<file path="config.mk">
export PLATFORM = sky130hd
export DESIGN_NAME = spart_txq
export DESIGN_NICKNAME = d
export VERILOG_FILES = /design/src/rtl/spart_pkg.sv /design/src/rtl/spart_txq_fifo.sv /design/src/rtl/spart_txq.sv
export SDC_FILE = /design/constraint.sdc
export NUM_CORES = 1
export LEC_CHECK = 0
export CAP_MARGIN = 20
export CORE_MARGIN = 2
export CORE_UTILIZATION = 30
export DETAILED_ROUTE_END_ITERATION = 7
export HOLD_SLACK_MARGIN = 0.02
export PLACE_DENSITY_LB_ADDON = 0.08
export SLEW_MARGIN = 0
export SYNTH_ARGS = -nofsm -noshare
export SYNTH_HDL_FRONTEND = slang
export SYNTH_SLANG_ARGS = --single-unit
</file>
<file path="constraint.sdc">
create_clock -name clk -period 2.5 [get_ports clk]
set_clock_uncertainty 0.2 [all_clocks]
set_input_delay 0.5 -clock clk [delete_from_list [all_inputs] [get_ports clk]]
set_output_delay 0.5 -clock clk [all_outputs]
set_load 0.02 [all_outputs]
</file>
<file path="src/rtl/spart_pkg.sv">
// Shared types and limits for the SPART transmit queue: FSM states, parity modes, parameter ranges.
package spart_pkg;

  typedef enum logic [2:0] {
    IDLE   = 3'd0,
    START  = 3'd1,
    DATA   = 3'd2,
    PARITY = 3'd3,
    STOP   = 3'd4
  } state_t;

  typedef enum logic [1:0] {
    PAR_NONE  = 2'b00,
    PAR_EVEN  = 2'b01,
    PAR_ODD   = 2'b10,
    PAR_NONE2 = 2'b11
  } par_mode_t;

  localparam int DATA_W_MIN    = 5;
  localparam int DATA_W_MAX    = 8;
  localparam int DEPTH_MIN     = 2;
  localparam int DEPTH_MAX     = 16;
  localparam int STOP_BITS_MIN = 1;
  localparam int STOP_BITS_MAX = 2;

  function automatic logic par_active(input logic [1:0] mode);
    return (mode == PAR_EVEN) || (mode == PAR_ODD);
  endfunction

endpackage

</file>
<file path="src/rtl/spart_txq_fifo.sv">
// Transmit character FIFO; head visible combinationally, push/pop/level update on the same edge.
// A push while full is dropped even if a pop happens that cycle.
module spart_txq_fifo #(
  parameter int DATA_W = 8,
  parameter int DEPTH  = 4
) (
  input  logic                     clk,
  input  logic                     rst,
  input  logic                     push,
  input  logic [DATA_W-1:0]        push_data,
  input  logic                     pop,
  output logic [DATA_W-1:0]        pop_data,
  output logic                     full,
  output logic                     empty,
  output logic [$clog2(DEPTH):0]   level
);

  localparam int AW = $clog2(DEPTH);
  localparam int LW = AW + 1;

  logic [DATA_W-1:0] mem [DEPTH];
  logic [AW-1:0]     wr_ptr;
  logic [AW-1:0]     rd_ptr;
  logic              push_ok;
  logic              pop_ok;

  assign full     = (level == LW'(DEPTH));
  assign empty    = (level == '0);
  assign push_ok  = push & ~full;
  assign pop_ok   = pop & ~empty;
  assign pop_data = mem[rd_ptr];

  always_ff @(posedge clk or posedge rst) begin
    if (rst) begin
      wr_ptr <= '0;
      rd_ptr <= '0;
      level  <= '0;
    end else begin
      if (push_ok) wr_ptr <= wr_ptr + AW'(1);
      if (pop_ok)  rd_ptr <= rd_ptr + AW'(1);
      case ({push_ok, pop_ok})
        2'b10:   level <= level + LW'(1);
        2'b01:   level <= level - LW'(1);
        default: level <= level;
      endcase
    end
  end

  always_ff @(posedge clk) begin
    if (push_ok) mem[wr_ptr] <= push_data;
  end

endmodule

</file>
<file path="src/rtl/spart_txq.sv">
// SPART transmitter with character FIFO; frames start + DATA_W data (LSB first) + optional parity + stop.
// Parity support and the par_mode port are built only when SPART_TXQ_PARITY_EN is defined.
module spart_txq
  import spart_pkg::*;
#(
  parameter int DATA_W    = 8,
  parameter int DEPTH     = 4,
  parameter int STOP_BITS = 1
) (
  input  logic                     clk,
  input  logic                     rst,
  input  logic                     rate_en,
  input  logic                     wr_en,
  input  logic [DATA_W-1:0]        wr_data,
`ifdef SPART_TXQ_PARITY_EN
  input  logic [1:0]               par_mode,
`endif
  output logic                     txd,
  output logic                     tbr,
  output logic                     busy,
  output logic [$clog2(DEPTH):0]   level,
  output logic                     ovf
);

  if (DATA_W < DATA_W_MIN || DATA_W > DATA_W_MAX) begin : g_bad_data_w
    $error("spart_txq: DATA_W out of range");
  end
  if (DEPTH < DEPTH_MIN || DEPTH > DEPTH_MAX || (DEPTH & (DEPTH - 1)) != 0) begin : g_bad_depth
    $error("spart_txq: DEPTH must be a power of two in range");
  end
  if (STOP_BITS < STOP_BITS_MIN || STOP_BITS > STOP_BITS_MAX) begin : g_bad_stop
    $error("spart_txq: STOP_BITS must be 1 or 2");
  end

  localparam int CW = $clog2(DATA_W);
  localparam logic [CW-1:0] LAST_BIT = CW'(DATA_W - 1);

  state_t            state;
  logic [DATA_W-1:0] shift;
  logic [CW-1:0]     bit_cnt;
  logic              stop_cnt;
  logic [DATA_W-1:0] head;
  logic              full;
  logic              empty;
  logic              last_stop;
  logic              pop;
  logic              go_par;
  logic              par_bit;

  assign last_stop = (STOP_BITS == 1) || stop_cnt;
  assign pop = rate_en && !empty && ((state == IDLE) || (state == STOP && last_stop));
  assign tbr = ~full;

  spart_txq_fifo #(
    .DATA_W (DATA_W),
    .DEPTH  (DEPTH)
  ) u_fifo (
    .clk       (clk),
    .rst       (rst),
    .push      (wr_en),
    .push_data (wr_data),
    .pop       (pop),
    .pop_data  (head),
    .full      (full),
    .empty     (empty),
    .level     (level)
  );

`ifdef SPART_TXQ_PARITY_EN
  logic par_on;
  logic par_acc;

  // Mode is latched at pop; the accumulator starts at 1 for odd so the final XOR yields the complement.
  always_ff @(posedge clk or posedge rst) begin
    if (rst) begin
      par_on  <= 1'b0;
      par_acc <= 1'b0;
    end else if (pop) begin
      par_on  <= par_active(par_mode);
      par_acc <= (par_mode == PAR_ODD);
    end else if (rate_en && state == DATA) begin
      par_acc <= par_acc ^ shift[0];
    end
  end

  assign go_par  = par_on;
  assign par_bit = par_acc ^ shift[0];
`else
  assign go_par  = 1'b0;
  assign par_bit = 1'b0;
`endif

  always_ff @(posedge clk or posedge rst) begin
    if (rst) begin
      state    <= IDLE;
      txd      <= 1'b1;
      busy     <= 1'b0;
      shift    <= '1;
      bit_cnt  <= '0;
      stop_cnt <= 1'b0;
      ovf      <= 1'b0;
    end else begin
      ovf <= wr_en && full;
      if (rate_en) begin
        case (state)
          IDLE: begin
            if (!empty) begin
              shift <= head;
              state <= START;
              txd   <= 1'b0;
              busy  <= 1'b1;
            end
          end
          START: begin
            bit_cnt <= '0;
            state   <= DATA;
            txd     <= shift[0];
          end
          DATA: begin
            shift   <= {1'b1, shift[DATA_W-1:1]};
            bit_cnt <= bit_cnt + CW'(1);
            if (bit_cnt == LAST_BIT) begin
              if (go_par) begin
                state <= PARITY;
                txd   <= par_bit;
              end else begin
                state    <= STOP;
                txd      <= 1'b1;
                stop_cnt <= 1'b0;
              end
            end else begin
              txd <= shift[1];
            end
          end
          PARITY: begin
            state    <= STOP;
            txd      <= 1'b1;
            stop_cnt <= 1'b0;
          end
          STOP: begin
            if (last_stop) begin
              // Chain straight into the next start bit so queued frames leave no idle gap.
              if (!empty) begin
                shift <= head;
                state <= START;
                txd   <= 1'b0;
              end else begin
                state <= IDLE;
                busy  <= 1'b0;
              end
            end else begin
              stop_cnt <= 1'b1;
            end
          end
          default: begin
            state <= IDLE;
            txd   <= 1'b1;
            busy  <= 1'b0;
          end
        endcase
      end
    end
  end

endmodule

</file>
==> summary.txt, run 1 <==
status: finished, final reports clean
Sink Count: 56
crit end category: primary output
final worst path period share: 90.3%
leakage power: 1.16 nW
Slew Viols, Final: 0
ANT cells: 0
Hold Fails Final Rpt: 0
First DRT Iteration DRCs: 58
yosys warns: 0
Worst-path clk slew: 0.10 ns
crit path time final: 2.26 ns
Synth cell types: 38
number of global-route vias before repair: 1580
Syn Inst Count: 173
dpl hpwl: 3160 µm
Setup Fix Bufs, Post-CTS: 0
DRC: 0
first-pass GRT wire length: 7860 µm
hold_buf cts: 0
worst hold path type: register to register
crit path launch type: register
CTS root buffer: clkbuf_8
Synth Area per Inst: 14.4 µm²
Setup TNS: 0 ns
initial antenna violation count: 0
overall power: 3.50 mW
critical-path maximum fanout: 5
post_cts resized: 0
Final Setup Violations: 0
DP Area: 2870 µm²
largest net degree at the start of global routing: 25
H-tree Lvls: 2
Net Count, Synth: 193
final setup margin: 0.243 ns
Clock Path Buffers: 2
placed instance count: 299
Layout Utilization: 36.4%
DR vias: 1457
cts bufs inserted: 5
Final nets: 221
DRT antenna net count: 0
drt pass-1 iters: 4
CP Data Required Time: 1.80 ns
synthesized flop and latch total: 56
I/O Pins: 19
Final GP Congestion: 0.714
Placement Setup Slack: 0.0185 ns
CP Class: register to primary output
total grt overflow: 0
std cell rows: 33
GRT Total Usage: 11.7%
mapped cell area: 2500 µm²
Pwr per Cell Area: 1180 nW/µm²
TritonCTS clock tree: done
wire per inst: 15.3 µm
max frequency: 0.443 GHz
clock network latency to the later pin of the worst-skew pair: 0.31 ns
sequential area share after synthesis: 63.0%
Synth-to-Final Area Change: 18.4%
core footprint: 8130 µm²
final hold slack: 0.293 ns
starting density of the core: 30.7%
share of cells above drive strength 1: 21.3%
max cap viols: 0
RSZ-0062 raised after global routing: no
IO buf count: 18
drt total wl: 4690 µm
maximum VDD drop: 0.384 mV
Vias/cell: 4.75
Die Area: 9070 µm²
Worst Path Arrival: 1.56 ns
Die Y: 95.2 µm
Slew @ Worst Pin: 0.407 ns
die width: 95.2 µm
post-route cell area: 2960 µm²
Non-Filler Instances: 307
worst rel slew slack: 72.8%
layout by cell type (no fill, tap or decap), types with 6 or more instances in the layout:
cell	instances
a22o_1	6
dfstp_2	9
mux2i_1	15
ha_1	7
inv_1	10
o21ai_0	9
o221ai_1	7
edfxtp_1	32
clkdlybuf4s50_1	18
buf_4	15
dfrtp_1	15
mux2_4	7
routing by layer:
metal  vias to the layer above  share of wire [%]  GRT usage (%)
met4                         0                1.4           3.99
met1                       732                 49           15.3
li1                        693                  -              -
met3                         7                3.8           3.32
met5                         -                  0              0
met2                        25                 46           18.6
Yosys cell counts:
library cell	count	share of area, %
nor3b_1	1	0.30
buf_2	3	0.60
nor2_1	5	0.75
o22a_1	1	0.35
and3_1	1	0.25
a21oi_1	2	0.40
or3_1	3	0.75
and3b_1	1	0.35
dfstp_2	9	9.5
edfxtp_1	32	38
o2bb2ai_1	2	0.70
dfrtp_1	15	15
o221ai_1	7	2.5
mux2_4	7	4.2
mux2i_1	15	6.0
a31oi_1	1	0.25
o31ai_1	1	0.30
nand3_1	1	0.20
o21ai_0	9	1.8
nand4_1	1	0.25
fa_1	1	0.80
mux2_2	2	0.90
nor3_1	2	0.40
mux4_2	1	0.90
clkbuf_1	8	1.2
ha_1	7	3.5
inv_1	10	1.5
xor2_1	2	0.70
o32a_1	1	0.40
nand2_1	3	0.45
nor2b_1	1	0.25
and2_1	4	1.0
o2111a_1	1	0.45
buf_6	1	0.45
xnor2_1	4	1.4
or3b_2	1	0.35
a22o_1	6	2.1
a21boi_1	1	0.30
worst max-delay path, cell delays in order (launching register included):
cell and delay [ns]:
dfrtp_1 0.45, nor2_1 0.19, nand2_1 0.08, clkdlybuf4s50_1 0.54
final cells by class:
class	instances	area, µm²
Multi-Input combinational cell	95	831
Clock buffer	5	68.8
Timing Repair Buffer	33	293
Clock inverter	3	23.8
Fill cell	766	5180
Sequential cell	56	1570
Tap cell	105	131
Inverter	10	37.5
where the power goes:
part           total, mW  leakage (nW)  switching [mW]  internal, mW
logic               1.50         0.551           0.748         0.748
registers           1.52         0.570           0.178          1.34
clock network      0.492        0.0404           0.293         0.199
flip-flops by register name, indices dropped and copies added, names as in the netlist:
name and flops:
u_fifo.rd_ptr 2, state 3, u_fifo.mem 32, txd 1, ovf 1, u_fifo.level 3, busy 1, shift 8
bit_cnt 3, u_fifo.wr_ptr 2
kinds of logic (layout without fill, tap and decap cells):
| group | after synthesis | count (layout) | synth area share [%] |
|---|---|---|---|
| buffers and inverters | 22 | 51 | 3.76 |
| muxes | 25 | 25 | 12.0 |
| AOI/OAI and AO/OA | 32 | 32 | 9.52 |
| adders and majority gates | 8 | 8 | 4.31 |
| and+or+nand+nor | 24 | 24 | 5.31 |
| DFF | 56 | 56 | 63.0 |
| xor gates and xnor gates | 6 | 6 | 2.10 |
final timing paths:
kind / startpoint / end / slack, ns / depth (start not counted)
setup / recovery: u_fifo.level[0]$_DFFE_PP0P_ / tbr / 0.24 / 3
hold / removal: txd$_DFFE_PP1P_ / txd$_DFFE_PP1P_ / 0.29 / 1
setup reg to reg: u_fifo.level[2]$_DFFE_PP0P_ / u_fifo.level[1]$_DFFE_PP0P_ / 0.27 / 7
hold reg to reg: txd$_DFFE_PP1P_ / txd$_DFFE_PP1P_ / 0.29 / 1
max in group asynchronous: rst / shift[3]$_DFFE_PP1P_ / 1.46 / 3
min in group asynchronous: rst / bit_cnt[2]$_DFFE_PP0P_ / 0.33 / 3
No activity file was read; power rests on OpenSTA's default activity.
==> inputs of run 2 (changes only) <==
- ABC_CLOCK_PERIOD_IN_PS: unset -> 2500
- CAP_MARGIN: 20 -> unset
==> results of run 2 <==
The final DEF is identical to that of run 1; final timing and power are the same.
==> inputs of run 3 (changes only) <==
- HOLD_SLACK_MARGIN: 0.02 -> unset
==> results of run 3 <==
The final DEF is identical to that of run 1; final timing and power are the same.
==> RTL change 1: new RTL, flow settings as in run 2 <==
Register the output `level`, cleared by the reset; this adds one clock of latency there. The other outputs are not delayed to match. Comments in the files are not updated.
--- a/src/rtl/spart_txq.sv
+++ b/src/rtl/spart_txq.sv
@@ -21,6 +21,8 @@
   output logic [$clog2(DEPTH):0]   level,
   output logic                     ovf
 );
+
+  logic [$clog2(DEPTH):0] level_d;
 
   if (DATA_W < DATA_W_MIN || DATA_W > DATA_W_MAX) begin : g_bad_data_w
     $error("spart_txq: DATA_W out of range");
@@ -63,7 +65,7 @@
     .pop_data  (head),
     .full      (full),
     .empty     (empty),
-    .level     (level)
+    .level     (level_d)
   );
 
 `ifdef SPART_TXQ_PARITY_EN
@@ -162,5 +164,13 @@
     end
   end
 
+  always_ff @(posedge clk or posedge rst) begin
+    if (rst) begin
+      level <= '0;
+    end else begin
+      level <= level_d;
+    end
+  end
+
 endmodule
 
Behaviour: not the same (a bounded check fails within 4 cycles, from zero or initial values and one cycle with rst high).
==> RTL change 1 against run 2 <==
- wire length increased by 6.8%
- highest routed layer unchanged
- sequential cell count up 3
- count of clock-buffer cells in the layout grew 5
- total power rose by 13%
- setup slack worse by 0.018 ns
- non-clock buffer count fell by 2
- area after synthesis grew 3.0%
- global-route usage up 0.75 points
- design area is 5.8% higher
==> RTL change 1: results (changes against run 2) <==
* Number of global-route vias before repair at 1643 (+4.0%)
* Minimum setup slack among reg-to-reg paths at 0.30 ns (+0.03 ns)
* Sink count of the clock tree at 59 (+5.4%)
* Share of post-route cells with drive strength above 1 at 23.4% (+2.1 points)
* Cell depth of the worst min-delay path at 0 (-1)
* Most frequent cells after synthesis: edfxtp_1, dfrtp_1, mux2i_1, inv_1, o21ai_0
* Clock-cell share at 5.92% (+2.8 points)
* Routability congestion estimate at 0.736 (+3.0%)
* Number of cells after detailed placement at 303 (+1.3%)
* Worst Path Max Fanout at 5 (unchanged)
* R2R cell count at 9 (+2)
* Fill count at 788 (+2.9%)
* Fraction of standard cell area in multi-input logic at 26.3% (-1.8 points)
* Slew at the pin closest to its max-slew limit at 0.367 ns (-0.0394 ns)
* Worst hold endpoint: level[1]
* Leading cell types by total area after synthesis: edfxtp_1, dfrtp_1, dfstp_2
* Share of synthesized flip-flops with an asynchronous set or reset at 45.8% (+2.9 points)
* Max reg flops at 32 (unchanged)
* Worst vdd rail ir drop at 0.000319 V (-17%)
* TritonCTS buffer count at 9 (+4)
* Data-path buffer share of cell area in the final layout at 9.28% (-0.62 points)
* Comb_multi_in at 94 (-1.1%)
* Worst r2r dst: u_fifo.level[2]
* Number of ordinary inverters in the final layout at 14 (+4)
* Post-Layout Cell Count at 319 (+3.9%)
* Run status: completed
* Post-layout util at 37.9% (+1.5 points)
* Net count after synthesis at 197 (+2.1%)
* Clock slew at reported path FFs at 0.06 ns (-0.04 ns)
* Cell area reported after detailed placement at 0.00294 mm2 (+2.8%)
* # nets final at 229 (+3.6%)
* HP Start: u_fifo.level[1]
* Maximum number of pins on one net before global-route repair at 28 (+12%)
* Sw Share at 33.5% (-1.3 points)
* Initial drt markers at 44 (-24%)
* First-pass GRT wire length at 8.33 mm (+6.0%)
* Clk_lat worst skew at 0.33 ns (+0.02 ns)
* Syn Inst Count at 177 (+2.3%)
* Total leakage power at 0.00124 uW (+6.9%)
* Global routing usage summed across all routing layers at 12.4% (+0.75 points)
* Routed via count divided by cell count at 4.76 (+0.27%)
* Clock tree buffer count of the final layout at 10 (+5)
* Post-synthesis sequential area ratio at 64.1% (+1.1 points)
* Count of distinct cell types in the synthesized netlist at 40 (+5.3%)
* CP arrival at 1.58 ns (+0.02 ns)
* Drt wl/cell at 15.7 um (+2.7%)
* Detailed-placement wirelength estimate at 3.41 mm (+8.0%)
## RTL change 1: changes by cell type after synthesis, sizes merged, moves of 2 or more
cell and delta:
inv +4, clkbuf -2, a22o -5, a2bb2oi +2, dfrtp +3, o21ai +4, a21oi -2, nor3 -2
o22ai +2
## RTL change 1: cell families after synthesis
logic type               after synthesis  share of synthesized area [%]
buffers and inverters                 24                           3.94
adder cells (fa/ha/maj)                8                           4.18
flip-flops                            59                           64.1
XOR/XNOR                               6                           2.04
AND/OR/NAND/NOR                       21                           4.72
AO/OA/AOI/OAI                         35                           9.78
multiplexers                          24                           11.2
## RTL change 1: layer usage
| metal | GRT usage, % | up-vias | share of wire (%) |
|---|---|---|---|
| li1 | - | 712 | - |
| met1 | 16.1 | 780 | 48 |
| met2 | 18.8 | 18 | 48 |
| met3 | 4.19 | 8 | 2.9 |
| met4 | 5.63 | 0 | 1.7 |
| met5 | 0 | - | 0 |
## RTL change 1: how the worst max path moves through the flow
stage	from	to
2_1_floorplan	rate_en	u_fifo.level[2]
3_3_place_gp	rate_en	u_fifo.level[2]
3_5_place_dp	rate_en	u_fifo.level[2]
4_1_cts	u_fifo.level[0]	tbr
5_1_grt	u_fifo.level[0]	tbr
6_report	u_fifo.level[0]	tbr
## RTL change 1: power by group through the flow
stage	registers [uW]	logic, uW	clock network [uW]
floorplan	1610	1060	0
global placement	1600	1510	0
detailed placement	1620	1560	0
CTS	1610	1560	857
global route	1650	1710	902
finish	1610	1540	825
## RTL change 1: metrics by stage
step,hold slack [ns],setup WS (ns),power (uW)
6_report,0.273,0.225,3970
5_1_grt,0.299,0.128,4250
4_1_cts,0.269,0.195,4030
3_5_place_dp,0.255,0.0119,3180
3_3_place_gp,0.245,0.0869,3110
2_1_floorplan,0.215,0.257,2670
==> RTL change 2: new RTL, config.mk and constraints of run 2 <==
Made on the original files. `DEPTH` is set to 4 in 2 places; all go to 8.
--- a/src/rtl/spart_txq_fifo.sv
+++ b/src/rtl/spart_txq_fifo.sv
@@ -2,7 +2,7 @@
 // A push while full is dropped even if a pop happens that cycle.
 module spart_txq_fifo #(
   parameter int DATA_W = 8,
-  parameter int DEPTH  = 4
+  parameter int DEPTH  = 8
 ) (
   input  logic                     clk,
   input  logic                     rst,
--- a/src/rtl/spart_txq.sv
+++ b/src/rtl/spart_txq.sv
@@ -4,7 +4,7 @@
   import spart_pkg::*;
 #(
   parameter int DATA_W    = 8,
-  parameter int DEPTH     = 4,
+  parameter int DEPTH     = 8,
   parameter int STOP_BITS = 1
 ) (
   input  logic                     clk,
Interface: changed (resized level); port bits go from 19 to 20. No check against the original RTL was run, so the function may have changed too.
==> RTL change 2 against run 2 <==
- setup slack got worse by 0.23 ns
- wire length rose by 63%
- hold slack worse by 0.019 ns
- clock power grew to 2.8 times the old value
- first-iteration DRC count grew to 2.7 times the old value
- sequential cell count up 35
- area after synthesis increased by 57%
- sequential share of layout area increased by 0.11 points
- design area rose by 66%
- total power up 67%
- count of clock-buffer cells in the layout rose by 9
- highest routed layer unchanged
==> RTL change 2: results (changes against run 2) <==
* Run status: completed
* Leading cell types by total area after synthesis: edfxtp_1, dfrtp_1, dfstp_2
* Total leakage power at 0.00181 uW (+56%)
* Routability congestion estimate at 0.770 (+7.8%)
* Number of iterations in the first detailed-routing pass at 4 (unchanged)
* CP arrival at 2.51 ns (+0.95 ns)
* Slew at the pin closest to its max-slew limit at 0.604 ns (+0.198 ns)
* Post-synthesis sequential area ratio at 66.7% (+3.7 points)
* Post-Route WL at 7.65 mm (+63%)
* Parity-gate share of the synthesized area counting xor and xnor cells at 1.12% (-0.98 points)
* Net count after synthesis at 263 (+36%)
* Multiplexer fraction of the synthesized cell area at 13.0% (+0.94 points)
* Cell area reported after detailed placement at 0.00452 mm2 (+58%)
* Buffer levels on the longest clock path at 2 (unchanged)
* Number of antenna violations at the first check in global routing at 0 (unchanged)
* Dpl ws at -0.527 ns (-0.546 ns)
* Clock Tree Root: clkbuf_16
* Switching pwr at 1840 uW (+51%)
* Worst Path Max Fanout at 2 (-3)
* H-tree Lvls at 3 (+1)
* Mean cell area of the mapped netlist at 16.1 um2 (+11%)
* Uppermost layer routed: met4
* Clock slew at reported path FFs at 0.06 ns (-0.04 ns)
* Via Count at 2170 (+49%)
* Fill count at 1202 (+57%)
* # nets final at 317 (+43%)
* Registers with the highest flip-flop counts: u_fifo.mem (64), shift (8), u_fifo.level (4)
* Path category of the worst min-delay check: reg -> reg
* First-pass GRT wire length at 12.4 mm (+58%)
* Count of distinct cell types in the synthesized netlist at 46 (+21%)
* Number of cells after detailed placement at 455 (+52%)
* Fraction of the mapped netlist area in compound gates at 6.62% (-2.9 points)
* EDFF count, synth at 64 (+100%)
* Global routing usage on met2 at 19.1% (+0.47 points)
* Global routing usage summed across all routing layers at 12.0% (+0.32 points)
* Area of the multi-input gates at 0.00127 mm2 (+53%)
* Most frequent cells after synthesis: edfxtp_1, nand2_1, dfrtp_1, nor2_1, mux4_2
* Most common flop cell mapped by yosys: edfxtp_1
* Adder-cell share of the synthesized area at 2.75% (-1.6 points)
* Worst vdd rail ir drop at 0.000527 V (+37%)
* Share of post-route cells with drive strength above 1 at 30.1% (+8.8 points)
* Drt wl/cell at 16.1 um (+5.6%)
* Met3 routed wirelength at 172 um (-3.4%)
* Number of synthesis warnings at 0 (unchanged)
* Clk_lat worst skew at 0.34 ns (+0.03 ns)
* Initial drt markers at 159 (+170%)
* TritonCTS buffer count at 9 (+4)
* Fraction of met3 tracks used by global routing at 2.70% (-0.62 points)
* Routed length on met1 at 3.60 mm (+58%)
* Post-route antenna net violation count at 0 (unchanged)
* Antenna cell count at 0 (unchanged)
* Number of buffers added on ports at 19 (+1)
* Detailed-placement wirelength estimate at 4.88 mm (+54%)
* Share of synthesized flip-flops with an asynchronous set or reset at 29.7% (-13 points)
* Met1 Usage GRT at 15.4% (+0.11 points)
* Sum of met2 wire segment lengths after detailed routing at 3.76 mm (+73%)
* Maximum number of pins on one net before global-route repair at 28 (+12%)
## RTL change 2: worst max-delay path: stages (launching register included)
cell       delay [ns]
dfrtp_2          0.41
or4b_4           0.58
nand2_4          0.11
ha_4             0.13
ha_1             0.21
a21o_2           0.24
a2111oi_4        0.27
nand4b_1         0.15
nand3_1          0.08
## RTL change 2: logic make-up (layout without fill, tap and decap cells)
family | Yosys count | in the layout
muxes | 28 | 28
AOI/OAI and AO/OA | 34 | 34
xor gates and xnor gates | 5 | 5
and+or+nand+nor | 58 | 58
buffers and inverters | 19 | 78
DFF | 91 | 91
adders and majority gates | 8 | 8
## RTL change 2: area by class of cell
cell class | count | share of cell area, %
Clock inverter | 2 | 0.715
Multi-Input combinational cell | 133 | 26.0
Timing Repair Buffer | 54 | 9.60
Clock buffer | 14 | 5.39
Sequential cell | 91 | 53.3
Tap cell | 172 | 4.39
Inverter | 8 | 0.613
## RTL change 2: worst paths after layout
kind / from / to / slack [ns] / depth (start not counted)
max: u_fifo.level[1] / u_fifo.level[3] / 0.02 / 8
min: txd / txd / 0.27 / 2
max reg2reg: u_fifo.level[1] / u_fifo.level[3] / 0.02 / 8
min reg2reg: txd / txd / 0.27 / 2
max in group asynchronous: rst / shift[4] / 1.44 / 3
min in group asynchronous: rst / u_fifo.level[2] / 0.34 / 3
## RTL change 2: power by group through the flow
stage | sequential (uW) | clock (uW) | combinational [uW]
2_1_floorplan | 2300 | 0 | 1400
5_1_grt | 2310 | 1490 | 2470
4_1_cts | 2270 | 1410 | 2210
3_3_place_gp | 2290 | 0 | 2130
3_5_place_dp | 2290 | 0 | 2130
6_report | 2260 | 1360 | 2240
## RTL change 2: what timing repair did
action | CTS | global route
endpoints found under the setup margin | 3 | 3
pin swaps | 5 | 0
gates resized for setup | 9 | 6
buffers inserted | 1 | 2
